### src/rtl/ifetch_ctrl_pkg.sv
// Shared types and constants for the instruction fetch controller and its prefetch queue.
package ifetch_ctrl_pkg;

  typedef enum logic [1:0] {
    ST_BOOT = 2'd0,
    ST_RUN  = 2'd1,
    ST_HALT = 2'd2
  } state_t;

  localparam int IFQ_DEPTH = 2;
  localparam int IFQ_W     = 64;

  function automatic logic [31:0] align_pc(input logic [31:0] pc);
    return pc & ~32'h3;
  endfunction

endpackage

### src/rtl/ifetch_queue.sv
// Two-entry prefetch FIFO of {pc, instr}; flush wins over enq/deq and the head
// register keeps the last dequeued entry once the queue drains.
module ifetch_queue
  import ifetch_ctrl_pkg::*;
(
  input  logic             clk_i,
  input  logic             rst_i,
  input  logic             enq,
  input  logic             deq,
  input  logic             flush,
  input  logic [IFQ_W-1:0] din,
  output logic [IFQ_W-1:0] dout,
  output logic [1:0]       count
);

  logic [IFQ_W-1:0] head_q;
  logic [IFQ_W-1:0] tail_q;
  logic             do_deq;
  logic             do_enq;

  assign do_deq = deq && (count != 2'd0);
  assign do_enq = enq && ((count < 2'(IFQ_DEPTH)) || do_deq);
  assign dout   = head_q;

  always_ff @(posedge clk_i or posedge rst_i) begin
    if (rst_i) begin
      head_q <= '0;
      tail_q <= '0;
      count  <= 2'd0;
    end else if (flush) begin
      count <= 2'd0;
    end else begin
      case (count)
        2'd0: begin
          if (do_enq) begin
            head_q <= din;
            count  <= 2'd1;
          end
        end
        2'd1: begin
          if (do_enq && do_deq) begin
            head_q <= din;
          end else if (do_enq) begin
            tail_q <= din;
            count  <= 2'd2;
          end else if (do_deq) begin
            count <= 2'd0;
          end
        end
        default: begin
          // Full: a dequeue shifts the tail forward, optionally refilling it.
          if (do_deq) begin
            head_q <= tail_q;
            if (do_enq) begin
              tail_q <= din;
            end else begin
              count <= 2'd1;
            end
          end
        end
      endcase
    end
  end

endmodule

### src/rtl/ifetch_ctrl.sv
// Instruction fetch controller: PC, BOOT/RUN/HALT FSM, redirect flush and prefetch queue.
// Optional performance counters are enabled by defining IFETCH_PERF_EN.
module ifetch_ctrl
  import ifetch_ctrl_pkg::*;
#(
  parameter logic [31:0] RESET_PC   = 32'h0000_0000,
  parameter int          IMEM_WORDS = 65
) (
  input  logic        clk_i,
  input  logic        rst_i,
  output logic [31:0] imem_addr_o,
  input  logic [31:0] imem_instr_i,
  input  logic        redirect_i,
  input  logic [31:0] redirect_pc_i,
  output logic        instr_valid_o,
  input  logic        instr_ready_i,
  output logic [31:0] instr_o,
  output logic [31:0] pc_o,
  output logic        halt_o
`ifdef IFETCH_PERF_EN
  ,
  output logic [31:0] fetch_cnt_o,
  output logic [31:0] stall_cnt_o
`endif
);

  localparam logic [31:0] IMEM_LIMIT = 32'(IMEM_WORDS * 4);

  state_t           state_q;
  state_t           state_d;
  logic [31:0]      fetch_pc_q;
  logic [31:0]      fetch_pc_d;
  logic [1:0]       count;
  logic [IFQ_W-1:0] head;
  logic             in_range;
  logic             deq;
  logic             fetch_en;

  assign in_range      = fetch_pc_q < IMEM_LIMIT;
  assign imem_addr_o   = fetch_pc_q;
  assign instr_valid_o = (count != 2'd0) && !redirect_i;
  assign deq           = instr_valid_o && instr_ready_i;
  assign fetch_en      = (state_q == ST_RUN) && in_range && !redirect_i &&
                         ((count < 2'(IFQ_DEPTH)) || deq);
  assign pc_o          = head[63:32];
  assign instr_o       = head[31:0];
  assign halt_o        = (state_q == ST_HALT) && (count == 2'd0);

  always_ff @(posedge clk_i or posedge rst_i) begin
    if (rst_i) begin
      state_q    <= ST_BOOT;
      fetch_pc_q <= RESET_PC;
    end else begin
      state_q    <= state_d;
      fetch_pc_q <= fetch_pc_d;
    end
  end

  // Redirect overrides everything; an out-of-range target falls into HALT a cycle later.
  always_comb begin
    state_d    = state_q;
    fetch_pc_d = fetch_pc_q;
    if (redirect_i) begin
      state_d    = ST_RUN;
      fetch_pc_d = align_pc(redirect_pc_i);
    end else begin
      case (state_q)
        ST_BOOT: state_d = ST_RUN;
        ST_RUN:  if (!in_range) state_d = ST_HALT;
        default: state_d = state_q;
      endcase
      if (fetch_en) begin
        fetch_pc_d = fetch_pc_q + 32'd4;
      end
    end
  end

  ifetch_queue u_queue (
    .clk_i (clk_i),
    .rst_i (rst_i),
    .enq   (fetch_en),
    .deq   (deq),
    .flush (redirect_i),
    .din   ({fetch_pc_q, imem_instr_i}),
    .dout  (head),
    .count (count)
  );

`ifdef IFETCH_PERF_EN
  always_ff @(posedge clk_i or posedge rst_i) begin
    if (rst_i) begin
      fetch_cnt_o <= 32'd0;
      stall_cnt_o <= 32'd0;
    end else begin
      if (fetch_en) begin
        fetch_cnt_o <= fetch_cnt_o + 32'd1;
      end
      if ((state_q == ST_RUN) && instr_valid_o && !instr_ready_i) begin
        stall_cnt_o <= stall_cnt_o + 32'd1;
      end
    end
  end
`endif

endmodule
### config.mk
export PLATFORM = sky130hd
export DESIGN_NAME = ifetch_ctrl
export DESIGN_NICKNAME = d
export VERILOG_FILES = /design/src/rtl/ifetch_ctrl_pkg.sv /design/src/rtl/ifetch_queue.sv /design/src/rtl/ifetch_ctrl.sv
export SDC_FILE = /design/constraint.sdc
export NUM_CORES = 1
export LEC_CHECK = 0
export CAP_MARGIN = 10
export CELL_PAD_IN_SITES_DETAIL_PLACEMENT = 2
export CELL_PAD_IN_SITES_GLOBAL_PLACEMENT = 2
export CORE_MARGIN = 5
export CORE_UTILIZATION = 36
export DETAILED_ROUTE_END_ITERATION = 16
export GPL_TIMING_DRIVEN = 0
export PLACE_DENSITY = 0.85
export SLEW_MARGIN = 20
export SYNTH_ARGS = -nofsm -noshare
export SYNTH_HDL_FRONTEND = slang
export SYNTH_HIERARCHICAL = 1
export SYNTH_SLANG_ARGS = --single-unit
### constraint.sdc
create_clock -name clk_i -period 8.5 [get_ports clk_i]
set_clock_uncertainty 0.2 [all_clocks]
set_input_delay 2.125 -clock clk_i [delete_from_list [all_inputs] [get_ports clk_i]]
set_output_delay 2.125 -clock clk_i [all_outputs]
set_load 0.1 [all_outputs]
[After elaboration in Yosys (flattened, before gate mapping)]
Index checks and enable logic that the tools add are counted.
Word-level totals
  word-level logic and storage cells: 66
  output and inout bits: 98
  flip-flop bits (word level): 164
Cells by class
  bitwise gates (word level): 2
  reductions and logical operators: 24
  muxes and demuxes: 21
  eq/ne operators: 11
  magnitude comparators: 2
  add/sub/neg operators: 1
Operator list (number)
  $mux W64: 6
  $pmux W64 S2: 2
  $mux W32: 2
  $add A32 B3 Y32 const B: 1
  $lt A32 B9 Y1 const B: 1
  $mux W2: 9
  $logic_and A1 B1 Y1: 9
  $pmux W2 S2: 2
  $reduce_and A4 Y1: 2
  $ne A3 B3 Y1 const B: 2
  $reduce_bool A2 Y1: 3
  $reduce_bool A3 Y1: 2
  $reduce_and A5 Y1: 1
  $eq A2 B1 Y1 const B: 2
  $logic_not A2 Y1: 2
  $ne A2 B1 Y1 const B: 2
  $ne A4 B2 Y1 const B: 1
  $ne A4 B4 Y1 const B: 1
  $reduce_bool A4 Y1: 1
  $ne A3 B2 Y1 const B: 1
  $eq A2 B2 Y1 const B: 1
  $logic_or A1 B1 Y1: 2
  $lt A2 B2 Y1 const B: 1
  $ne A2 B2 Y1 const B: 1
  3 further kinds: 4

[Longest topological paths before layout]
  depth in word-level cells: 10
  gate-level depth with buffers: 11
  mapped depth without buffers: 8

[By module]
The synthesis kept the hierarchy.
Modules (own cells, without submodules)
  ifetch_queue: cells an instance 514, sequential area each 3253.1 um2, times used 1, area an instance 6127.1 um2
  ifetch_ctrl: cells an instance 125, sequential area each 800.8 um2, times used 1, area an instance 1547.7 um2

[Worst setup path before layout]
Ideal clock, no wire load.
  path kind: input-to-output
  from: input redirect_i
  to: output instr_valid_o
  required time: 6.175 ns
  stages on the path: 3
  data arrival time: 3.794 ns
  setup slack: 2.381 ns
  path through: buf_2 > clkbuf_1 > nor2_1
On the way
  word-level cells in the longest chain between the ends: 2
Ends and longest elaborated chain
  start: declaration: line ifetch_ctrl.sv:13  | input logic redirect_i,
  $logic_not A1 Y1: line ifetch_ctrl.sv:41  | assign instr_valid_o = (count != 2'd0) && !redirect_i;
  $logic_and A1 B1 Y1: line ifetch_ctrl.sv:41
  end: declaration: line ifetch_ctrl.sv:15  | output logic instr_valid_o,
No other way between the ends.

[Worst setup path after layout]
Same ends and word-level chain as after synthesis.

==> run_results.csv <==
group,metric,value,unit
route,antenna_left,0,
clocking,cts_setup_buffers,0,
critical_path,required,6.18,ns
global_route,grt_overflow_total,0,
worst_hold_path,whs_endpoint,"u_queue/dout[6]",
clocking,clockRootBuffer,"clkbuf_16",
timing,finalCritPeriodShare,0.819,
critical_path,critPathLaunchType,"input pin",
critical_path,cpMostUsedCell,"clkdlybuf4s50_1",
synthesis,ys_types,47,
global_route,grt_usage,0.218,
synthesis,syn_area,0.00767,mm²
critical_path,rr_worst_depth,10,
global_route,grt_pass1_vias,7067,
critical_path,crit_path_max_incr_delay,1.04,ns
clocking,worst_skew_pair.late_latency,0.43,ns
die,row_count,53,
placed_design,port_buffers,161,
route,first_pass_iters,4,
placed_design,place_area,0.00968,mm²
route,drc,0,
finish,fill_cells,2047,
synthesis,synthArstFlopShare,1.00,
die,die_h,156,µm
route,drt-initial-drc-count,241,
synthesis,syn_inst,639,
run_status,status,"complete, no violations",
worst_hold_path,min-delay-path-class,"reg -> reg",
critical_path,r2r_setup_slack,4.63,ns
synthesis,synth-edff-count,0,
timing,rsz0062_at_grt,"false",
critical_path,r2r-end,"u_queue/tail_q[8]",
critical_path,cp.arrival,4.64,ns
finish,design_area,0.0103,mm²
finish,fin_cells,1113,
clocking,hold_buffers,0,
finish,syn2layout_area_growth,33.9,%
clocking,tritoncts,"yes",
clocking,numClockSinks,162,
timing,layout_setup_ws,1.54,ns
timing,finalCriticalPeriod,6.96,ns
clocking,numCtsBuffers,17,
worst_hold_path,min_from,"u_queue/dout[6]",
synthesis,yosysWarnings,6,
clocking,cts_max_level,4,
placed_design,globalplace.congestion,0.792,
flow_run,drv_cap,0,
die,die_area,0.0243,mm²
die,ios,166,
synthesis,yosysSeqAreaShare,0.528,
synthesis,avgSynthCellArea,12.0,µm²
placed_design,dp_hpwl,18300,µm
die,core_area,0.0210,mm²
timing,max_freq,0.144,GHz
clocking,clockBufferDepth,2,
finish,drive_gt1_frac,0.255,
global_route,grt_antenna_before_repair,1,
power,peakVddDrop,0.000126,V
finish,diodes,0,
die,die_x,156,µm
timing,finalSetupViolCount,0,
timing,hold_violations,0,
synthesis,ys.flop_type,"dfrtp_1",
clocking,clkSlewWorstSetupHoldPaths,0.07,ns
timing,slew_headroom,0.291,
placed_design,placed_cells,1081,
timing,fin_setup_tns,0,ns
critical_path,cp_slowest_cell,"clkdlybuf4s50_1",
global_route,grt_pass1_wl,41600,µm
power,power_density,202,mW/mm²
route,wl,25900,µm
route,num_vias,6055,
clocking,cts-resized-gates,0,
route,routedWlPerCell,23.3,µm
critical_path,critPathKind,"in -> out",
timing,maxSlewViolCount,0,
placed_design,post-place-ws,1.51,ns
die,initial_core_util,0.365,
global_route,grt_max_degree,83,
timing,worst_pin_slew,1.06,ns
power,leakagePower,4.44,nW
critical_path,r2r-start,"imem_addr_o[30]",
synthesis,ys_ff_latch,162,
timing,hold_ws,0.303,ns
critical_path,crit_chain,"clkdlybuf4s50_1 > buf_2 > clkbuf_1 > nor2_1 > clkdlybuf4s50_1",
worst_hold_path,whs_path_depth,1,
finish,fin_nets,895,
critical_path,crit_path_max_fanout,10,
route,post_drt_via_cell_ratio,5.44,
critical_path,cp-startpoint,"redirect_i",
critical_path,cp-end-kind,"output port",
==> per-layer routing <==
metal / vias up / wire [µm] / track usage / part of all wire
met5: - / 13 / 0 / 0.00050
met4: 2 / 309 / 0.0629 / 0.012
met3: 31 / 1620 / 0.0646 / 0.063
met2: 179 / 13400 / 0.385 / 0.52
met1: 3155 / 10600 / 0.258 / 0.41
li1: 2688 / - / - / -
==> cell usage after synthesis, drive strengths merged, types with 4 or more instances <==
library cell    n  area share
buf            19       0.015
inv            41       0.020
clkbuf         32       0.016
nor4           10       0.015
o311ai         30       0.034
a21oi           6      0.0054
nand2          66       0.032
xnor2           4      0.0046
nor2            6      0.0029
o21ai          38       0.025
nor2b           7      0.0057
mux2          154        0.23
dfrtp         162        0.53
o41ai          30       0.034
==> registers in the layout, summed over array words and instances (netlist names) <==
name and cells:
state_q 2, u_queue/tail_q 64, imem_addr_o 30, u_queue/count 2, u_queue/dout 64
==> where the power goes <==
group,switching (mW),internal (mW)
clock network,0.378,0.398
registers,0.0392,0.804
logic,0.327,0.125
==> per-stage QoR <==
step           power (mW)   util
3_5_place_dp         1.31  0.461
6_report             2.07  0.489
2_1_floorplan        1.17      -
5_1_grt              2.15  0.489
3_3_place_gp         1.29  0.459
4_1_cts              2.10  0.489
==> cell families (layout without fill, tap and decap cells) <==
family                     Yosys count  in the layout  share of synthesized area
other                                1              6                   0.000489
muxes                              154            154                      0.226
and+or+nand+nor                    109            109                     0.0745
AOI/OAI and AO/OA                  115            115                      0.112
DFF                                162            162                      0.528
xor gates and xnor gates             4              4                    0.00456
buffers and inverters               92            286                     0.0510
adders and majority gates            2              2                    0.00326
==> cell usage in the layout (no fill, tap or decap), types with 2 or more instances in the layout <==
cell,count
clkdlybuf4s50_1,161
inv_8,8
nor2b_1,7
a21oi_1,5
nor2_1,6
a211oi_1,2
a32oi_1,2
nor4_4,2
nand2_1,66
clkbuf_16,17
inv_1,39
and2_1,2
mux2_1,3
xnor2_1,4
ha_1,2
clkbuf_1,33
mux2_2,150
a22oi_1,2
and3_1,2
clkinv_4,3
buf_6,3
nor3_1,3
o41ai_1,30
nor4_1,5
buf_4,2
clkinv_8,3
buf_2,13
conb_1,6
nand2b_1,3
o21ai_0,37
dfrtp_1,162
nor4_2,3
o311ai_0,30
==> worst max path at each step <==
stage | slack, ns | end | cells past startpoint
6_report | 1.54 | instr_valid_o | 5
5_1_grt | 1.43 | instr_valid_o | 5
4_1_cts | 1.49 | instr_valid_o | 5
3_5_place_dp | 1.51 | instr_valid_o | 5
3_3_place_gp | 0.85 | u_queue/tail_q[34] | 2
2_1_floorplan | 2.38 | instr_valid_o | 3
==> final cells by class <==
cell class	count	area, µm²	share of cell area
plain buffers	51	238	0.0231
inverters	41	161	0.0157
repair buffers	162	1640	0.160
clock buffers	18	429	0.0418
multi-input cells	390	3250	0.316
flip-flops and latches	162	4050	0.394
clock inverters	14	163	0.0158
well taps	275	344	0.0335
==> critical path, delay by kind of cell <==
| kind | cells | cell delay (ns) |
|---|---|---|
| buf+inv | 4 | 2.36 |
| simple gates | 1 | 0.14 |
Power figures use the tool's default switching activity.
